--- config.mk ---
export PLATFORM = sky130hd
export DESIGN_NAME = mem_port_seq
export DESIGN_NICKNAME = d
export VERILOG_FILES = /design/src/rtl/mem_port_seq.sv
export SDC_FILE = /design/constraint.sdc
export NUM_CORES = 1
export LEC_CHECK = 0
export BUFFER_PORTS_ARGS = -buffer_cell sky130_fd_sc_hd__buf_2
export CAP_MARGIN = 20
export CORE_UTILIZATION = 57
export DETAILED_ROUTE_END_ITERATION = 6
export HOLD_SLACK_MARGIN = 0.12
export PLACE_DENSITY = 0.85
export RECOVER_POWER = 25
export SYNTH_ARGS = -nofsm -noshare
export SYNTH_HDL_FRONTEND = slang
export SYNTH_SLANG_ARGS = --single-unit
--- constraint.sdc ---
create_clock -name clk_i -period 4.45 [get_ports clk_i]
set_input_delay 0.445 -clock clk_i [delete_from_list [all_inputs] [get_ports clk_i]]
set_output_delay 0.445 -clock clk_i [all_outputs]
set_load 0.02 [all_outputs]
--- src/rtl/mem_port_seq.sv ---
// Load/dump sequencer for a single-port synchronous memory with a 1-cycle registered read.
// Streams host words into a memory region (load) or reads a region back out as a stream (dump).
module mem_port_seq #(
    parameter int DATA_W = 8,
    parameter int ADDR_W = 4
) (
    input  logic              clk_i,
    input  logic              rst_i,

    input  logic              cmd_valid_i,
    output logic              cmd_ready_o,
    input  logic              cmd_op_i,
    input  logic [ADDR_W-1:0] cmd_base_i,
    input  logic [ADDR_W:0]   cmd_cnt_i,

    input  logic              din_valid_i,
    output logic              din_ready_o,
    input  logic [DATA_W-1:0] din_data_i,

    output logic              dout_valid_o,
    input  logic              dout_ready_i,
    output logic [DATA_W-1:0] dout_data_o,

    output logic              mem_we_o,
    output logic [ADDR_W-1:0] mem_addr_o,
    output logic [DATA_W-1:0] mem_wdata_o,
    input  logic [DATA_W-1:0] mem_rdata_i,

    output logic              busy_o,
    output logic              done_o
);

    localparam int DEPTH = 2 ** ADDR_W;
    localparam logic [ADDR_W:0]   DEPTH_CNT = (ADDR_W + 1)'(DEPTH);
    localparam logic [ADDR_W:0]   CNT_ONE   = (ADDR_W + 1)'(1);
    localparam logic [ADDR_W-1:0] ADDR_ONE  = ADDR_W'(1);

    typedef enum logic [2:0] {
        IDLE,
        LOAD,
        RD_ADDR,
        RD_WAIT,
        RD_OUT,
        DONE
    } state_t;

    state_t            state_reg;
    logic [ADDR_W-1:0] addr_reg;
    logic [ADDR_W:0]   cnt_reg;

    logic [ADDR_W:0]   cnt_clamped;
    logic [ADDR_W-1:0] addr_inc;
    logic [ADDR_W:0]   cnt_dec;
    logic              last_word;
    logic              cmd_fire;
    logic              din_fire;
    logic              dout_fire;

    // Counts above DEPTH would revisit addresses, so they are limited to one full pass.
    assign cnt_clamped = (cmd_cnt_i > DEPTH_CNT) ? DEPTH_CNT : cmd_cnt_i;
    assign addr_inc    = addr_reg + ADDR_ONE;
    assign cnt_dec     = cnt_reg - CNT_ONE;
    assign last_word   = (cnt_reg == CNT_ONE);
    assign cmd_fire    = cmd_valid_i & cmd_ready_o;
    assign din_fire    = din_valid_i & din_ready_o;
    assign dout_fire   = dout_valid_o & dout_ready_i;

    always_ff @(posedge clk_i or posedge rst_i) begin
        if (rst_i) begin
            state_reg    <= IDLE;
            addr_reg     <= '0;
            cnt_reg      <= '0;
            cmd_ready_o  <= 1'b1;
            din_ready_o  <= 1'b0;
            dout_valid_o <= 1'b0;
            dout_data_o  <= '0;
            mem_we_o     <= 1'b0;
            mem_addr_o   <= '0;
            mem_wdata_o  <= '0;
            busy_o       <= 1'b0;
            done_o       <= 1'b0;
        end else begin
            // Write strobe and completion pulse only live for the cycle after their cause.
            mem_we_o <= 1'b0;
            done_o   <= 1'b0;

            case (state_reg)
                IDLE: begin
                    if (cmd_fire) begin
                        addr_reg    <= cmd_base_i;
                        cnt_reg     <= cnt_clamped;
                        cmd_ready_o <= 1'b0;
                        busy_o      <= 1'b1;
                        if (cnt_clamped == '0) begin
                            state_reg <= DONE;
                            done_o    <= 1'b1;
                        end else if (cmd_op_i) begin
                            state_reg   <= LOAD;
                            din_ready_o <= 1'b1;
                        end else begin
                            state_reg  <= RD_ADDR;
                            mem_addr_o <= cmd_base_i;
                        end
                    end
                end

                LOAD: begin
                    if (din_fire) begin
                        mem_we_o    <= 1'b1;
                        mem_addr_o  <= addr_reg;
                        mem_wdata_o <= din_data_i;
                        addr_reg    <= addr_inc;
                        cnt_reg     <= cnt_dec;
                        if (last_word) begin
                            state_reg   <= DONE;
                            din_ready_o <= 1'b0;
                            done_o      <= 1'b1;
                        end
                    end
                end

                RD_ADDR: begin
                    state_reg <= RD_WAIT;
                end

                // Memory returns the word addressed during RD_ADDR in this cycle.
                RD_WAIT: begin
                    dout_data_o  <= mem_rdata_i;
                    dout_valid_o <= 1'b1;
                    state_reg    <= RD_OUT;
                end

                RD_OUT: begin
                    if (dout_fire) begin
                        dout_valid_o <= 1'b0;
                        cnt_reg      <= cnt_dec;
                        if (last_word) begin
                            state_reg <= DONE;
                            done_o    <= 1'b1;
                        end else begin
                            addr_reg   <= addr_inc;
                            mem_addr_o <= addr_inc;
                            state_reg  <= RD_ADDR;
                        end
                    end
                end

                DONE: begin
                    state_reg   <= IDLE;
                    busy_o      <= 1'b0;
                    cmd_ready_o <= 1'b1;
                end

                default: begin
                    state_reg    <= IDLE;
                    busy_o       <= 1'b0;
                    cmd_ready_o  <= 1'b1;
                    din_ready_o  <= 1'b0;
                    dout_valid_o <= 1'b0;
                end
            endcase
        end
    end

endmodule
Word-level counts from Yosys, hierarchy flattened
Cells that the tools add are included.
{"block": "classes", "muxes": 43, "add_sub_neg": 2, "eq_ne": 14, "order_cmp": 1, "n_bitwise": 6, "reduce_logical": 14}
{"cell": "two-way mux 4 bit", "count": 8}
{"cell": "case mux 4 bit (3 select lines)", "count": 2}
{"cell": "two-way mux 5 bit", "count": 4}
{"cell": "two-way mux 3 bit", "count": 6}
{"cell": "inequality test 2 bit (second input constant)", "count": 8}
{"cell": "two-way mux 1 bit", "count": 15}
{"cell": "case mux 3 bit (5 select lines)", "count": 1}
{"cell": "case mux 5 bit (3 select lines)", "count": 1}
{"cell": "OR reduction 4 bit", "count": 3}
{"cell": "case mux 1 bit (3 select lines)", "count": 3}
{"cell": "AND reduction 4 bit", "count": 2}
{"cell": "AND reduction 7 bit", "count": 1}
{"cell": "equality test 3 x 2 -> 1 bit (second input constant)", "count": 2}
{"cell": "equality test 3 bit (second input constant)", "count": 2}
{"cell": "AND reduction 2 bit", "count": 3}
{"cell": "AND reduction 6 bit", "count": 1}
{"cell": "equality test 5 x 1 -> 1 bit (second input constant)", "count": 1}
{"cell": "> comparator 5 bit (second input constant)", "count": 1}
{"cell": "logical NOT 5 bit", "count": 1}
{"cell": "AND reduction 5 bit", "count": 1}
{"cell": "subtractor 5 x 1 -> 5 bit (second input constant)", "count": 1}
{"cell": "adder 4 x 1 -> 4 bit (second input constant)", "count": 1}
{"cell": "case mux 1 bit (2 select lines)", "count": 2}
{"cell": "bitwise AND 1 bit", "count": 3}
{"cell": "5 further kinds", "count": 7}
{"block": "totals", "input_bits": 31, "output_inout_bits": 26, "regBits": 38, "elab_cells": 92}

Logic depth before layout (Yosys ltp)
Gate-level depths: netlist (run 1).
{"block": "depth", "depth_word": 6, "depth_mapped": 6, "depth_no_buf": 6}

Worst setup path before layout (run 1)
Ideal clock, no wire load.
{"block": "synth_path", "path_kind": "register to register", "start": "register cmd_ready_o", "end": "register mem_addr_o[0]", "path_slack_ps": 2647, "required_time_ps": 4325, "n_path_buf": 0, "setup_time_ps": 125, "t_arrival_ps": 1678, "synth_period_minus_slack_ps": 1803, "path_stages_with_launch": 5, "path_cell_list": "dfstp_2 > and2_0 > o211ai_2 > a211oi_4 > mux2_4"}
{"block": "synth_between", "elab_chain_len": 3}
{"item": "start: declaration", "line": "11", "rtl": "output logic cmd_ready_o,"}
{"item": "start signal: assignment", "line": "73", "rtl": "cmd_ready_o <= 1'b1;"}
{"item": "start signal: assignment", "line": "92", "rtl": "cmd_ready_o <= 1'b0;"}
{"item": "start signal: assignment", "line": "151", "rtl": "cmd_ready_o <= 1'b1;"}
{"item": "bitwise AND 1 bit", "line": "64", "rtl": "assign cmd_fire = cmd_valid_i & cmd_ready_o;"}
{"item": "inequality test 2 bit (no line)"}
{"item": "AND reduction 7 bit (no line)"}
{"item": "end signal: assignment", "line": "102", "rtl": "mem_addr_o <= cmd_base_i;"}
{"item": "end signal: assignment", "line": "110", "rtl": "mem_addr_o <= addr_reg;"}
{"item": "end signal: assignment", "line": "142", "rtl": "mem_addr_o <= addr_inc;"}
{"item": "end: declaration", "line": "25", "rtl": "output logic [ADDR_W-1:0] mem_addr_o,"}
No other way between the ends.
A chain may end at the register's enable or synchronous reset.

Worst setup path after layout (run 1)
{"block": "layout_path", "start": "register state_reg[2]", "end": "register cnt_reg[1]"}
{"block": "layout_between", "elab_chain_len": 3, "elab_cells_between_ends": 9, "cone_classes": "eq/ne (5); mux (1); reduce/logical (3)"}
{"item": "start: declaration", "line": "47", "rtl": "state_t state_reg;"}
{"item": "start signal: assignment", "line": "70", "rtl": "state_reg <= IDLE;"}
{"item": "start signal: assignment", "line": "95", "rtl": "state_reg <= DONE;"}
{"item": "start signal: assignment", "line": "98", "rtl": "state_reg <= LOAD;"}
{"item": "equality test 3 bit, or another cell as far along", "line": "87", "rtl": "case (state_reg)"}
{"item": "inequality test 2 bit (no line) / nonzero test 3 bit (equally long branches)"}
{"item": "AND reduction 4 bit (no line)"}
{"item": "end signal: assignment", "line": "91", "rtl": "cnt_reg <= cnt_clamped;"}
{"item": "end signal: assignment", "line": "113", "rtl": "cnt_reg <= cnt_dec;"}
{"item": "end signal: assignment", "line": "136", "rtl": "cnt_reg <= cnt_dec;"}
{"item": "end: declaration", "line": "49", "rtl": "logic [ADDR_W:0] cnt_reg;"}
Several ways; a longest one is shown, not always the timed one.

==> out/metrics.cfg, run 1 <==
[logic_synthesis]
synthTopCellsByArea=dfrtp_1, mux2_2, mux2i_1, o21ai_0, o211ai_1
yosysWarnings=0
synthSimpleGateAreaFrac=0.1635
synth.ff_latch_count=38
synth_fa_ha_area_frac=0.01715
synth_most_common_cell=dfrtp_1
yosysTopAreaCellShare=0.4231
synth_fp_nets=235
synth_common_cells=dfrtp_1, mux2_2, inv_1
synth_compound_area_frac=0.1973
synthFlopType=dfrtp_1
synth_xor_area_frac=0.004002
synthMuxAreaShare=0.1292
syn-cell-area_um2=2188
yosysUniqueCellTypes=63
synth_edf_count=0
synthCells=201
async_flop_share=1.000
yosysSeqAreaShare=0.4351
synth_top_family_by_area=compound AO/OA/AOI/OAI gates
synth.avg_cell_area_um2=10.89
synth_top_cell_by_area=dfrtp_1

[clocking]
cts_hold_buf=0
root_buffer=clkbuf_8
clock_sinks=38
cts_resized=0
clock_latency_ps=290
clk_pin_slew_ps=70
cts.htree.levels=2
cts_tree=built
cts.path.max_buffers=2
cts_buffers=5
post_cts_buffers=0

[route]
wl_mm=4.838
wire_per_inst_um=15.91
met1_length_mm=2.062
dr_wl_met3_um=253
dr.pass1.iters=4
drt_iter0_markers=219
drc=0
vias_per_cell=6.030
top_layer=met4
drtAntennaViolNets=0
wl_met2_mm=2.465
vias=1833

[critical_path]
path_max_fanout=29
critical-path-top-delay-family=XOR/XNOR gates
worst_path_max_delay_cell=xnor2_1
reg2reg_from=state_reg[2]
crit_path_max_incr_delay_ps=800
path_class=flip-flop to flip-flop
path_cells=xnor2_1 > or2_0 > o21ai_0 > mux2_2
worstSetupStartpointType=flip-flop
crit_required_ps=4620
setup.worst_path.end_class=flip-flop
worstRegToRegCells=4
crit_buf_inv=0
r2r_end=cnt_reg[1]
r2r_slack_ps=1900
cp.arrival_ps=2730

[placement]
hpwl_mm=3.405
portBuffers=56
gp_congestion=0.9219
place_inst=296

[power]
peakVddDrop_v=0.0004032
leakagePower_uw=0.001149
powerDensity_nw_per_um2=815.9

[global_routing]
grt_pass1_vias=1741
grt_antenna_before_repair=0
grtUsageTotal=0.2530
grt_max_degree=39
grt_first_pass_wirelength_mm=7.859
gr-total-overflow=0

[cells_and_area]
diodes=0
final-instance-count-excl-fill=304
fin_nets=289
syn2layout_area_growth_pct=16.75
n_fill_cell=306
drive_above_1_share=0.3750

[hold_path]
min_to=cmd_ready_o
hold_path.startpoint=cmd_valid_i
hold_path_depth=2
hold_path.class=input port to flip-flop

[timing]
setup_viol=0
worstMarginPinSlew_ps=1968
final.setup.tns_ps=0
fmax_ghz=0.3918
post-route-period-util=0.5736
fin_skew_ps=5.859
rsz0062_at_grt=false
drv_slew=39
min_period_ps=2552
hold_viol=0
relSlewSlack=-0.3123

[floorplanning]
io_pins=57
die_area_um2=4091
die_w_um=63.96
coreArea_um2=3661
die_height_um=63.96
start_util=0.5977
rows=22

[run]
maxCapViolations=1

[outcome]
violations=max-capacitance violations, max-slew violations
status=complete, but fails checks

-- per-layer routing --
layer  track usage  vias to the layer above
li1              -                      869
met3       0.06071                        7
met5             0                        -
met1        0.3349                      887
met4       0.08523                        0
met2        0.4056                       70
-- final cells by class --
cell class	count	area, um2	area share
sequential	38	952.2	0.3727
clock inverter	1	5.005	0.001959
timing repair buffer	58	291.5	0.1141
inverter	11	41.29	0.01616
multi-input combinational	141	1119	0.4378
clock buffer	7	86.33	0.03379
tap	48	60.06	0.02351
-- worst max path at each step --
stage / from / endpoint / cells after the start
after floorplan: cmd_ready_o / mem_addr_o[0] / 4
after global placement: state_reg[2] / cnt_reg[1] / 4
after global routing: state_reg[2] / cnt_reg[1] / 4
after CTS: state_reg[2] / cnt_reg[1] / 4
final: state_reg[2] / cnt_reg[1] / 4
after detailed placement: state_reg[2] / cnt_reg[1] / 4
-- where the power goes --
part	switching, uW	internal [uW]
Clock	116	125
Sequential	155	514
Combinational	667	509
-- stage by stage --
stage                     hold slack (ps)  utilization  power, uW  worst slack (ps)  cell area [um2]
after CTS                           271.3       0.6989       2082              1968             2559
after global routing                308.6       0.6979       2221              1714             2555
final                               320.8       0.6979       2085              1898             2555
after floorplan                     496.2            -       1578              2647             2188
after detailed placement            489.3       0.6740       1829              1981             2467
after global placement              462.0       0.6740       1798              2082             2467
-- cell families after synthesis --
group	count (synthesis)
mux	25
simple gates	55
xor+xnor	1
compound gates	57
flops	38
buf+inv	22
fa+ha+maj	3
-- cells in the final DEF (no fill, tap or decap), types with 3 or more instances in the layout --
cell       synthesis  routed
buf_2              4      56
dfrtp_1           37      37
mux2_2            17      17
inv_1             11      11
nand2_1           10      10
o21ai_0           10      10
a21oi_1            8       8
nor3_1             7       7
o211ai_1           6       6
clkbuf_8           0       6
nor2_1             5       5
mux2i_1            5       5
nand2b_1           4       4
o2bb2ai_1          3       3
o22ai_1            3       3
a31oi_1            3       3
ha_1               3       3
(Power assumes the default switching activity.)
==> run 2, diff against run 1 <==
--- a/config.mk
+++ b/config.mk
@@ -5,12 +5,13 @@
 export SDC_FILE = /design/constraint.sdc
 export NUM_CORES = 1
 export LEC_CHECK = 0
+export ABC_AREA = 1
 export BUFFER_PORTS_ARGS = -buffer_cell sky130_fd_sc_hd__buf_2
 export CAP_MARGIN = 20
-export CORE_UTILIZATION = 57
+export CORE_UTILIZATION = 52
 export DETAILED_ROUTE_END_ITERATION = 6
 export HOLD_SLACK_MARGIN = 0.12
-export PLACE_DENSITY = 0.85
+export PLACE_DENSITY = 0.79
 export RECOVER_POWER = 25
 export SYNTH_ARGS = -nofsm -noshare
 export SYNTH_HDL_FRONTEND = slang
==> constraint.sdc (replaced) <==
create_clock -name clk_i -period 2.4 [get_ports clk_i]
set_input_delay 0.24 -clock clk_i [delete_from_list [all_inputs] [get_ports clk_i]]
set_output_delay 0.24 -clock clk_i [all_outputs]
set_load 0.02 [all_outputs]
==> run 2 against run 1 <==
Compared with the run above: wire length down 5.2%; flip-flop and latch count stayed put; first-iteration DRC count is 55% lower; sequential share of layout area grew 0.35 points; core utilization is 2.7 points lower; setup slack lost 1200 ps; fmax up 48%; the flow now finishes without violations; clock power increased by 130%; hold slack worse by 160 ps; combinational power increased by 64%; largest power group unchanged; via count rose by 2.1%.
==> out/metrics.cfg, run 2 <==
[power]
p_switching_uw=1701  ; +81%
intPower_uw=1931  ; +68%
p_clk_frac=0.151  ; +0.036
peakVddDrop_v=0.0007796  ; +93%
power.total_uw=3632  ; +74%
p_seq_frac=0.317  ; -0.004
p_sw_frac=0.4683  ; +0.01875
leakagePower_uw=0.001403  ; +22%
powerDensity_nw_per_um2=1435  ; +76%
share_comb_of_total_power=0.531  ; -0.033

[timing]
rsz0062_at_grt=false
hold_viol=0  ; unchanged
fin_ws_ps=676.4  ; -1221 ps
relSlewSlack=0.3733  ; +0.6857
fmax_ghz=0.5802  ; +48%
setup_viol=0  ; unchanged
final.setup.tns_ps=0  ; unchanged
worstMarginPinSlew_ps=940.0  ; -1028 ps
whs_ps=156.8  ; -164.0 ps
fin_skew_ps=7.524  ; +1.665 ps
min_period_ps=1724  ; -828.7 ps
post-route-period-util=0.7182  ; +0.1446
drv_slew=0  ; -100%

[logic_synthesis]
yosysSeqAreaShare=0.4500  ; +0.01492
synth_most_common_cell=nand2_1
async_flop_share=1.000  ; unchanged
synthCells=266  ; +32%
yosysUniqueCellTypes=25  ; -60%
synth_common_cells=nand2_1, dfrtp_1, nand3_1
synthFlopType=dfrtp_1
synthTopCellsByArea=dfrtp_1, nand2_1, nand3_1, mux2_2, inv_1
synth_fp_nets=300  ; +28%
synth.ff_latch_count=38  ; unchanged
synth.avg_cell_area_um2=7.954  ; -27%
synth_top_cell_by_area=dfrtp_1
syn-cell-area_um2=2116  ; -3.3%
yosysTopAreaCellShare=0.4376  ; +0.01451
synth_edf_count=0  ; unchanged
yosysWarnings=0  ; unchanged

[floorplanning]
die_area_um2=4328  ; +5.8%
coreArea_um2=3771  ; +3.0%
rows=22  ; unchanged
io_pins=57  ; unchanged
die_w_um=65.79  ; +2.9%
start_util=0.5610  ; -0.03670
die_height_um=65.79  ; +2.9%

[route]
drc=0  ; unchanged
vias=1871  ; +2.1%
vias_per_cell=5.003  ; -17%
dr.pass1.iters=4  ; unchanged
wire_per_inst_um=12.26  ; -23%
wl_mm=4.586  ; -5.2%
drt_iter0_markers=99  ; -55%
drtAntennaViolNets=0  ; unchanged

[clocking]
clk_pin_slew_ps=70  ; about the same
post_cts_buffers=0  ; unchanged
cts.htree.levels=2  ; unchanged
cts_buffers=5  ; unchanged
cts.path.max_buffers=2  ; unchanged
cts_hold_buf=1  ; +1
clock_latency_ps=290  ; about the same
cts_tree=built
root_buffer=clkbuf_8
cts_resized=0  ; unchanged
clock_sinks=38  ; unchanged

[placement]
hpwl_mm=3.377  ; -0.82%
portBuffers=56  ; unchanged
gp_congestion=0.9373  ; +1.7%
place_ws_ps=694.0  ; -1287 ps

[cells_and_area]
fin_nets=360  ; +25%
syn2layout_area_growth_pct=19.63
layout_common_cells=nand2_1, buf_2, dfrtp_1, nand3_1, inv_1
diodes=0  ; unchanged
final_util=0.6712  ; -0.02668
layout_commonest_cell=nand2_1
drive_above_1_share=0.2761  ; -0.09893

[critical_path]
crit_buf_inv=2  ; +2
worstSetupStartpointType=flip-flop
path_class=flip-flop to flip-flop
path_cells=inv_2 > nor2_4 > nand2_4 > nor2_2 > inv_1 > nand2_1 > nand2_1
critical-path-top-delay-family=simple AND/OR/NAND/NOR gates
cp.arrival_ps=1900  ; -830 ps
crit_top_cell=nand2_1
crit_required_ps=2570  ; -2050 ps
setup.worst_path.end_class=flip-flop
path_max_fanout=11  ; -62%
worst_path_max_delay_cell=dfrtp_1
crit_path_max_incr_delay_ps=490  ; -310 ps

[hold_path]
hold_path.class=input port to flip-flop

[global_routing]
grt_first_pass_wirelength_mm=7.596  ; -3.3%
grtUsageTotal=0.2333  ; -0.01972
gr-total-overflow=0  ; unchanged
grt_antenna_before_repair=0  ; unchanged
grt_max_degree=39  ; unchanged
grt_pass1_vias=1730  ; -0.63%

[outcome]
status=complete, no violations

[run]
maxCapViolations=0  ; -1

==> run 2: cells by family after synthesis <==
family          count (synthesis)  share of synthesized area
compound gates                 16                    0.03903
mux                             8                    0.04258
flops                          38                     0.4500
fa+ha+maj                       3                    0.01774
buf+inv                        28                    0.06564
xor+xnor                        1                   0.004140
simple gates                  172                     0.3808
==> run 2: tightest hold or removal path, stage by stage <==
cell	delay, ps
buf_2	70
nand2_1	40
nand2_1	50
==> run 2: layer usage <==
metal | global-route usage | share of wire | wire length (um)
met1 | 0.3141 | 0.48 | 2180
met2 | 0.3584 | 0.47 | 2136
met3 | 0.05172 | 0.042 | 194
met4 | 0.1005 | 0.016 | 74
met5 | 0 | 0 | 0
==> run 2: stage by stage <==
step	cell area (um2)	instances
floorplan	2116	266
global placement	2411	366
detailed placement	2411	366
CTS	2534	374
global route	2531	374
finish	2531	374
==> run 2: final cells by class <==
cell class / count / area [um2]
clock buffers: 6 / 82.58
clock inverters: 1 / 30.03
fillers: 319 / 1240
inverters: 23 / 86.33
multi-input cells: 200 / 1025
flip-flops and latches: 38 / 952.2
well taps: 48 / 60.06
repair buffers: 58 / 295.3
==> run 2: power by group through the flow <==
stage | Combinational (uW) | Sequential, uW | Clock [uW]
2_1_floorplan | 1280 | 1370 | 0
6_report | 1930 | 1150 | 550
3_3_place_gp | 1880 | 1150 | 0
3_5_place_dp | 1920 | 1160 | 0
5_1_grt | 2180 | 1190 | 576
4_1_cts | 1930 | 1150 | 559
==> run 2: path summary, 6_finish.rpt <==
path	from	slack, ps	end	cells after the start
setup / recovery	state_reg[0]	680	mem_wdata_o[2]	7
hold / removal	din_data_i[7]	160	mem_wdata_o[7]	3
setup reg to reg	state_reg[0]	680	mem_wdata_o[2]	7
hold reg to reg	mem_addr_o[2]	470	mem_addr_o[2]	2
max in group asynchronous	rst_i	1040	mem_wdata_o[4]	4
min in group asynchronous	rst_i	780	dout_data_o[3]	4
